[config.mk]
export PLATFORM = sky130hd
export DESIGN_NAME = uart_rx_word_flat
export DESIGN_NICKNAME = d
export VERILOG_FILES = /design/src/rtl/uart_pkg.sv /design/src/rtl/uart_rx_word_if.sv /design/src/rtl/uart_rx_byte.sv /design/src/rtl/uart_rx_word.sv /design/src/flat_wrapper.sv
export SDC_FILE = /design/constraint.sdc
export NUM_CORES = 1
export LEC_CHECK = 0
export CORE_ASPECT_RATIO = 0.6
export CORE_MARGIN = 1.5
export CORE_UTILIZATION = 50
export CTS_CLUSTER_DIAMETER = 200
export DETAILED_ROUTE_END_ITERATION = 7
export GPL_TIMING_DRIVEN = 0
export PLACE_DENSITY = 0.76
export SYNTH_ARGS = -nofsm -noshare
export SYNTH_HDL_FRONTEND = slang
export SYNTH_SLANG_ARGS = --single-unit
[constraint.sdc]
create_clock -name clk -period 4.9 [get_ports clk]
set_clock_uncertainty 0.05 [all_clocks]
set_input_delay 0.98 -clock clk [delete_from_list [all_inputs] [get_ports clk]]
set_output_delay 0.98 -clock clk [all_outputs]
set_load 0.02 [all_outputs]
[src/rtl/uart_pkg.sv]
// Shared types and defaults for the host-input UART receive path.
package uart_pkg;

  typedef enum logic [1:0] {RX_IDLE, RX_START, RX_DATA, RX_STOP} rx_state_t;

  localparam int CLK_PER_BIT_DEFAULT = 868;
  localparam int FIFO_DEPTH_DEFAULT  = 4;

endpackage

[src/rtl/uart_rx_word_if.sv]
// Word delivery handshake between the UART receiver and the decode stage.
interface uart_rx_word_if;
  logic        uart_recv_ready;
  logic        uart_recv_valid;
  logic [31:0] uart_recv_data;

  modport master (input uart_recv_ready, output uart_recv_valid, output uart_recv_data);
  modport slave  (output uart_recv_ready, input uart_recv_valid, input uart_recv_data);
endinterface

[src/rtl/uart_rx_byte.sv]
// 8N1 byte deserialiser: two-flop synchroniser followed by the bit FSM.
module uart_rx_byte
  import uart_pkg::*;
#(
  parameter int CLK_PER_BIT = CLK_PER_BIT_DEFAULT
) (
  input  logic       clk,
  input  logic       rstn,
  input  logic       rxd,
  output logic       byte_valid,
  output logic [7:0] byte_data,
  output logic       frame_err
);

  localparam int CW = $clog2(CLK_PER_BIT);
  localparam logic [CW-1:0] HALF_TC = CW'(CLK_PER_BIT / 2 - 1);
  localparam logic [CW-1:0] FULL_TC = CW'(CLK_PER_BIT - 1);

  rx_state_t     state;
  logic [CW-1:0] cnt;
  logic [2:0]    bit_idx;
  logic [7:0]    shreg;
  logic          rx_meta, rx_s, rx_prev;

  // All sync flops reset low so a line held low through reset is never seen as a start.
  always_ff @(posedge clk) begin
    if (!rstn) begin
      state      <= RX_IDLE;
      cnt        <= '0;
      bit_idx    <= '0;
      shreg      <= '0;
      rx_meta    <= 1'b0;
      rx_s       <= 1'b0;
      rx_prev    <= 1'b0;
      byte_valid <= 1'b0;
      byte_data  <= '0;
      frame_err  <= 1'b0;
    end else begin
      rx_meta    <= rxd;
      rx_s       <= rx_meta;
      rx_prev    <= rx_s;
      byte_valid <= 1'b0;
      frame_err  <= 1'b0;
      case (state)
        RX_IDLE: begin
          if (rx_prev && !rx_s) begin
            state <= RX_START;
            cnt   <= '0;
          end
        end
        RX_START: begin
          if (cnt == HALF_TC) begin
            cnt     <= '0;
            bit_idx <= '0;
            state   <= rx_s ? RX_IDLE : RX_DATA;
          end else begin
            cnt <= cnt + 1'b1;
          end
        end
        RX_DATA: begin
          if (cnt == FULL_TC) begin
            cnt     <= '0;
            shreg   <= {rx_s, shreg[7:1]};
            bit_idx <= bit_idx + 3'd1;
            if (bit_idx == 3'd7) state <= RX_STOP;
          end else begin
            cnt <= cnt + 1'b1;
          end
        end
        RX_STOP: begin
          // Leave at mid stop bit so a back-to-back start edge is caught early.
          if (cnt == FULL_TC) begin
            cnt   <= '0;
            state <= RX_IDLE;
            if (rx_s) begin
              byte_valid <= 1'b1;
              byte_data  <= shreg;
            end else begin
              frame_err <= 1'b1;
            end
          end else begin
            cnt <= cnt + 1'b1;
          end
        end
        default: state <= RX_IDLE;
      endcase
    end
  end

endmodule

[src/rtl/uart_rx_word.sv]
// Host-input UART receiver: packs four bytes LSB-first into a word and
// buffers words in a FIFO, delivering one word per rising edge of ready.
module uart_rx_word
  import uart_pkg::*;
#(
  parameter int CLK_PER_BIT = CLK_PER_BIT_DEFAULT,
  parameter int DEPTH       = FIFO_DEPTH_DEFAULT
) (
  input  logic                   clk,
  input  logic                   rstn,
  input  logic                   rxd,
  uart_rx_word_if.master         recv,
  output logic                   overrun,
  output logic                   frame_err,
  output logic [$clog2(DEPTH):0] fifo_count
);

  localparam int AW = $clog2(DEPTH);

  logic          byte_valid;
  logic [7:0]    byte_data;
  logic [31:0]   mem [DEPTH];
  logic [AW:0]   wr_ptr, rd_ptr;
  logic [1:0]    byte_cnt;
  logic [23:0]   word_lo;
  logic          ready_q, armed;
  logic          fifo_empty, fifo_full, push_word, push, pop, ready_rise;

  uart_rx_byte #(.CLK_PER_BIT(CLK_PER_BIT)) u_byte (
    .clk       (clk),
    .rstn      (rstn),
    .rxd       (rxd),
    .byte_valid(byte_valid),
    .byte_data (byte_data),
    .frame_err (frame_err)
  );

  always_comb begin
    fifo_empty = (fifo_count == '0);
    fifo_full  = (fifo_count == (AW+1)'(DEPTH));
    push_word  = byte_valid && (byte_cnt == 2'd3);
    pop        = armed && !fifo_empty;
    // A pop on the same edge frees the slot, so a full FIFO still accepts the word.
    push       = push_word && (!fifo_full || pop);
    ready_rise = recv.uart_recv_ready && !ready_q;
  end

  always_ff @(posedge clk) begin
    if (push) mem[wr_ptr[AW-1:0]] <= {byte_data, word_lo};
  end

  always_ff @(posedge clk) begin
    if (!rstn) begin
      wr_ptr               <= '0;
      rd_ptr               <= '0;
      fifo_count           <= '0;
      byte_cnt             <= '0;
      word_lo              <= '0;
      ready_q              <= 1'b0;
      armed                <= 1'b0;
      overrun              <= 1'b0;
      recv.uart_recv_valid <= 1'b0;
      recv.uart_recv_data  <= '0;
    end else begin
      ready_q              <= recv.uart_recv_ready;
      recv.uart_recv_valid <= 1'b0;

      if (byte_valid) begin
        byte_cnt <= byte_cnt + 2'd1;
        case (byte_cnt)
          2'd0:    word_lo[7:0]   <= byte_data;
          2'd1:    word_lo[15:8]  <= byte_data;
          2'd2:    word_lo[23:16] <= byte_data;
          default: ;
        endcase
      end

      if (push) wr_ptr <= wr_ptr + 1'b1;
      if (push_word && !push) overrun <= 1'b1;

      if (pop) begin
        recv.uart_recv_data  <= mem[rd_ptr[AW-1:0]];
        recv.uart_recv_valid <= 1'b1;
        rd_ptr               <= rd_ptr + 1'b1;
      end

      armed <= pop ? 1'b0 : (armed || ready_rise);

      case ({push, pop})
        2'b10:   fifo_count <= fifo_count + 1'b1;
        2'b01:   fifo_count <= fifo_count - 1'b1;
        default: ;
      endcase
    end
  end

endmodule
[src/flat_wrapper.sv]
// flat-port wrapper written by rule: the top's interface ports become plain ports
module uart_rx_word_flat import uart_pkg::*;
#(
  parameter int CLK_PER_BIT = CLK_PER_BIT_DEFAULT,
  parameter int DEPTH       = FIFO_DEPTH_DEFAULT
)
  (clk, rstn, rxd, overrun, frame_err, fifo_count, recv_uart_recv_ready, recv_uart_recv_valid, recv_uart_recv_data);
  uart_rx_word_if recv_i ();
  input  logic clk;
  input  logic rstn;
  input  logic rxd;
  output logic overrun;
  output logic frame_err;
  output logic [$clog2(DEPTH):0] fifo_count;
  input wire logic [$bits(recv_i.uart_recv_ready)-1:0] recv_uart_recv_ready;
  output wire logic [$bits(recv_i.uart_recv_valid)-1:0] recv_uart_recv_valid;
  output wire logic [$bits(recv_i.uart_recv_data)-1:0] recv_uart_recv_data;
  assign recv_i.uart_recv_ready = recv_uart_recv_ready;
  assign recv_uart_recv_valid = recv_i.uart_recv_valid;
  assign recv_uart_recv_data = recv_i.uart_recv_data;
  uart_rx_word #(.CLK_PER_BIT(CLK_PER_BIT), .DEPTH(DEPTH)) u_core (.clk(clk), .rstn(rstn), .rxd(rxd), .recv(recv_i), .overrun(overrun), .frame_err(frame_err), .fifo_count(fifo_count));
endmodule
# --- After elaboration in Yosys (flattened, before gate mapping) ---
# Memories as Yosys holds them, arrays and structs flattened. A register that Yosys moved wholly into a read port is not among the register bits.
# Index checks and enable logic that the tools add are counted.
totals:
  memories: 1
  ram_bits: 128
  regBits: 75
  output_inout_bits: 38
  wordCells: 96
classes:
  add_sub_neg: 7
  n_reduce_logical: 29
  n_bitwise: 1
  eq_ne: 17
  mux: 20
memory_table:
  columns: ["name", "words", "width", "rd", "rd_clocked_by_memory_dff", "write_ports", "line", "rtl"]
  rows:
  - ["u_core.mem", 4, 32, 1, 1, 1, "uart_rx_word.sv:22", "logic [31:0] mem [DEPTH];"]
ops:
  columns: ["operator", "count"]
  rows:
  - ["10-bit 2-to-1 mux", 3]
  - ["10-bit case mux with 3 select lines", 1]
  - ["3-bit by 1-bit adder with 3-bit output (second input constant)", 4]
  - ["2-bit 2-to-1 mux", 6]
  - ["3-bit case mux with 2 select lines", 2]
  - ["10-bit by 1-bit adder with 10-bit output (second input constant)", 1]
  - ["10-bit == test (second input constant)", 1]
  - ["10-bit by 9-bit == test with 1-bit output (second input constant)", 1]
  - ["2-bit == test (second input constant)", 5]
  - ["2-bit != test (second input constant)", 5]
  - ["3-bit AND reduction", 3]
  - ["2-bit case mux with 4 select lines", 1]
  - ["2-bit AND reduction", 4]
  - ["2-bit by 1-bit == test with 1-bit output (second input constant)", 3]
  - ["3-bit == test (second input constant)", 2]
  - ["1-bit logical AND", 6]
  - ["1-bit logical NOT", 6]
  - ["3-bit 2-to-1 mux", 2]
  - ["1-bit 2-to-1 mux", 5]
  - ["5-bit AND reduction", 1]
  - ["2-bit logical NOT", 2]
  - ["2-bit nonzero test", 2]
  - ["2-bit OR reduction", 2]
  - ["3-bit logical NOT", 1]
  - ["other kinds (4)", 5]

# --- Longest topological paths before layout ---
depth:
  ltp_word: 7
  ltp_mapped: 8

# --- Cells and area by module ---
# A second synthesis with hierarchy kept.
hier_totals:
  hier_cells: 599
  hier_area_um2: 8873.5
modules_own_cells:
  columns: ["mod", "area_per_inst_um2", "instances", "cells_each"]
  rows:
  - ["uart_rx_word", 7253.2, 1, 425]
  - ["uart_rx_byte", 1620.3, 1, 174]

# --- Worst setup path before layout ---
# OpenSTA, ideal clock, no wires.
synth_path:
  path_kind: "reg-to-reg"
  startpoint: "register u_core.fifo_count[0]"
  endpoint: "memory u_core.mem[0][0], enable pin"
  t_arrival_ns: 1.836
  path_stages_with_launch: 4
  setup_ns: 0.392
  setup_slack_ns: 2.622
  path_buffers: 0
  cell_sequence: "dfxtp_1 nor4b_1 nor2_1 and2_1"
synth_between:
  elab_chain_len: 7
  word_cells_on_any_way: 9
  cone_classes: "1 x eq/ne; 2 x mux; 6 x reduce/logical"
synth_rtl:
  columns: ["item", "line", "rtl"]
  rows:
  - ["start, declared", "uart_rx_word.sv:15", "output logic [$clog2(DEPTH):0] fifo_count"]
  - ["start signal, assigned", "uart_rx_word.sv:90", "2'b10: fifo_count <= fifo_count + 1'b1;"]
  - ["start signal, assigned", "uart_rx_word.sv:91", "2'b01: fifo_count <= fifo_count - 1'b1;"]
  - ["3-bit logical NOT", "uart_rx_word.sv:39", "fifo_empty = (fifo_count == '0);"]
  - ["1-bit logical NOT", "uart_rx_word.sv:42", "pop = armed && !fifo_empty;"]
  - ["1-bit logical AND", "uart_rx_word.sv:42", null]
  - ["1-bit logical OR (*)", "uart_rx_word.sv:44", "push = push_word && (!fifo_full || pop);"]
  - ["1-bit logical AND (*)", "uart_rx_word.sv:44", null]
  - ["1-bit 2-to-1 mux (*)", "uart_rx_word.sv:49", "if (push) mem[wr_ptr[AW-1:0]] <= {byte_data, word_lo};"]
  - ["1-bit 2-to-1 mux (not written as such) (*)", "uart_rx_word.sv:49", null]
  - ["end, declared", "uart_rx_word.sv:22", null]
# Every way passes the cells marked *; elsewhere a longest branch is shown, timed or not.

# --- Worst setup path in the final report ---
layout_path:
  startpoint: "register u_core.fifo_count[0]"
  endpoint: "output port fifo_count[0]"
layout_rtl:
  columns: ["item", "line", "rtl"]
  rows:
  - ["end, declared", "flat_wrapper.sv:14", "output logic [$clog2(DEPTH):0] fifo_count;"]
# No word-level cell between the ends.

==> flow_summary.toml <==
[sta]
post-route-period-util = 0.552
fin_ws_ps = 2200
final_max_slew_viol_count = 0
rsz0062_at_grt = "false"
period_needed_ps = 2700
slew_headroom = 0.356
tightest_slew_ps = 967
setup_tns_ps = 0
hold_viol_final = 0
finalSetupViolCount = 0
fmax_ghz = 0.370

[yosys]
synth_top_area_frac = 0.439
yosysMostFrequentCell = "edfxtp_1"
ys_warn_count = 0
synth_common_cells = "128 x edfxtp_1, 112 x nand2_1, 105 x dfxtp_1"
yosysTopAreaCell = "edfxtp_1"
synth_edf_count = 128
synth_nets = 680
synth_cell_types = 49
synth_flop_cell = "edfxtp_1"
syn_area_um2 = 8760
yosysSeqAreaShare = 0.678
synth-seq-cells = 233
synth-async-reset-ratio = 0
synthCells = 663
synth.avg_cell_area_um2 = 13.2
synthTopCellsByArea = "edfxtp_1 44%, dfxtp_1 24%, mux4_2 8.2%"

[global_routing]
antenna_found_initial = 0
grt_pass1_vias = 5521
grt_use_total = 0.211
gr-total-overflow = 0
grt_max_degree = 33
grt_first_pass_wirelength_mm = 29.8

[power_and_ir_drop]
power.switching_uw = 721
peakVddDrop_mv = 0.192
power.total_uw = 3710
internal_power_uw = 2980
seq_power_share = 0.553
p_sw_frac = 0.195
pwr-share-clk = 0.434
powerDensity_nw_per_um2 = 366
p_leak_uw = 0.00330
p_comb_frac = 0.013

[worst_setup_path]
required_ps = 3870
critPathKind = "reg2out"
worstSetupEndpointType = "primary output"
crit_path_cell_trace = "clkdlybuf4s50_1"
path_buf_inv = 1
cp.arrival_ps = 1670
worstSetupStartpointType = "flop"
slowest_delay_ps = 680
crit_cells = 1
critPathTopFamily = "buffers and inverters"
crit_fanout = 6
rr_worst_depth = 7
critPathSlowestCell = "clkdlybuf4s50_1"

[floorplanning]
die_width_um = 174
start_util = 0.512
die_h_um = 106
ioPinCount = 42
die-area_um2 = 18400
row_count = 37
core_um2 = 17100

[route]
drt-total-wl_mm = 18.8
via_per_inst = 5.73
drtAntennaViolNets = 0
route.detailed.drc = 0
drtPass1Iterations = 5
first_iter_violations = 589
vias = 5574
wl_per_cell_um = 19.3

[worst_hold_path]
min_path_type = "reg2reg"
min_delay_path_depth = 1

[outcome]
status = "complete, no violations"

[clocking]
tritoncts = "yes"
ctsHtreeMaxLevel = 1
cts_root_buf = "clkbuf_16"
cts_resized = 0
postCtsHoldBufs = 0
clk_pin_slew_ps = 60
cts_inserted_buffers = 21
cts_max_path_buffers = 3
clk_latency_ps = 500
cts_num_sinks = 233
cts_setup_buffers = 0

[placed_design]
place_ws_ps = 2240
port_buffers = 40
gp_congestion = 0.900
post_dp_cell_area_um2 = 9460
dpl.hpwl_mm = 12.0

[layout]
antenna_cells = 0
fill_cells = 1341
nNetsFinal = 743
design_area_um2 = 10100
layout-drive-gt1-share = 0.104
syn2layout_area_growth_pct = 15.6

[job]
maxCapViolations = 0
cells in the final DEF (no fill, tap or decap), types with 3 or more instances in the layout:
cell / n
a21oi_1: 63
a31oi_1: 6
and2_1: 5
and2_2: 4
buf_2: 5
clkbuf_1: 36
clkbuf_16: 21
clkdlybuf4s50_1: 40
clkinv_2: 3
dfxtp_1: 105
edfxtp_1: 128
ha_1: 12
inv_1: 9
mux2i_1: 13
mux4_2: 32
nand2_1: 112
nand3_1: 41
nor2_1: 30
nor3_1: 6
nor3b_1: 3
nor4_1: 3
o21ai_0: 3
o21ai_1: 11
or3_1: 4
xnor2_1: 3
xor2_1: 3
routing by layer:
layer / part of all wire / global-route usage / vias to the layer above
met2: 0.46 / 0.337 / 217
met1: 0.45 / 0.302 / 2775
met3: 0.072 / 0.0411 / 34
met5: 0 / 0 / -
met4: 0.017 / 0.0480 / 0
li1: - / - / 2548
power groups by stage:
| stage | Clock (uW) | Sequential (uW) | Combinational [uW] |
|---|---|---|---|
| global placement | 0 | 2090 | 45.7 |
| global route | 1720 | 2050 | 53.4 |
| finish | 1610 | 2050 | 49.3 |
| CTS | 1630 | 2050 | 48.2 |
| detailed placement | 0 | 2090 | 47.8 |
| floorplan | 0 | 2090 | 31.5 |
registers in the layout, summed over array words and instances, names as in the netlist, 2 cells and up, named ones only:
name	count
u_core.u_byte.byte_data	8
u_core.fifo_count	3
u_core.byte_cnt	2
u_core.recv.uart_recv_data	32
u_core.wr_ptr	2
u_core.u_byte.shreg	8
u_core.rd_ptr	2
u_core.u_byte.cnt	10
u_core.u_byte.bit_idx	3
u_core.word_lo	24
u_core.mem	128
logic make-up (layout without fill, tap and decap cells):
kind of cell,after synthesis,in the layout,synth area share
simple gates,221,221,0.115
mux,46,46,0.0984
xor+xnor,6,6,0.00600
flops,233,233,0.678
buf+inv,48,124,0.0221
compound gates,96,96,0.0607
fa+ha+maj,13,13,0.0194
per-stage QoR:
stage	instances	hold WS, ps	util
floorplan	663	362	-
global placement	937	373	0.552
finish	973	388	0.591
detailed placement	937	368	0.552
global route	973	424	0.591
CTS	973	386	0.591
area by class of cell:
| type | instances | area [um2] | share of cell area |
|---|---|---|---|
| repair buffers | 40 | 400 | 0.0395 |
| inverters | 10 | 37.5 | 0.00371 |
| clock inverters | 7 | 92.6 | 0.00914 |
| plain buffers | 38 | 156 | 0.0154 |
| flip-flops and latches | 233 | 5950 | 0.587 |
| multi-input cells | 382 | 2630 | 0.260 |
| clock buffers | 29 | 576 | 0.0568 |
| well taps | 234 | 293 | 0.0289 |
path summary, 6_finish.rpt:
kind / startpoint / to / slack (ps)
setup / recovery: u_core.fifo_count[0]$_SDFFE_PN0P_ / fifo_count[0] / 2200
setup reg to reg: u_core.fifo_count[0]$_SDFFE_PN0P_ / u_core.fifo_count[2]$_SDFFE_PN0P_ / 2340
hold / removal: u_core.u_byte.rx_meta$_SDFF_PN0_ / u_core.u_byte.rx_s$_SDFF_PN0_ / 390
hold reg to reg: u_core.u_byte.rx_meta$_SDFF_PN0_ / u_core.u_byte.rx_s$_SDFF_PN0_ / 390
No activity file was read; power rests on OpenSTA's default activity.
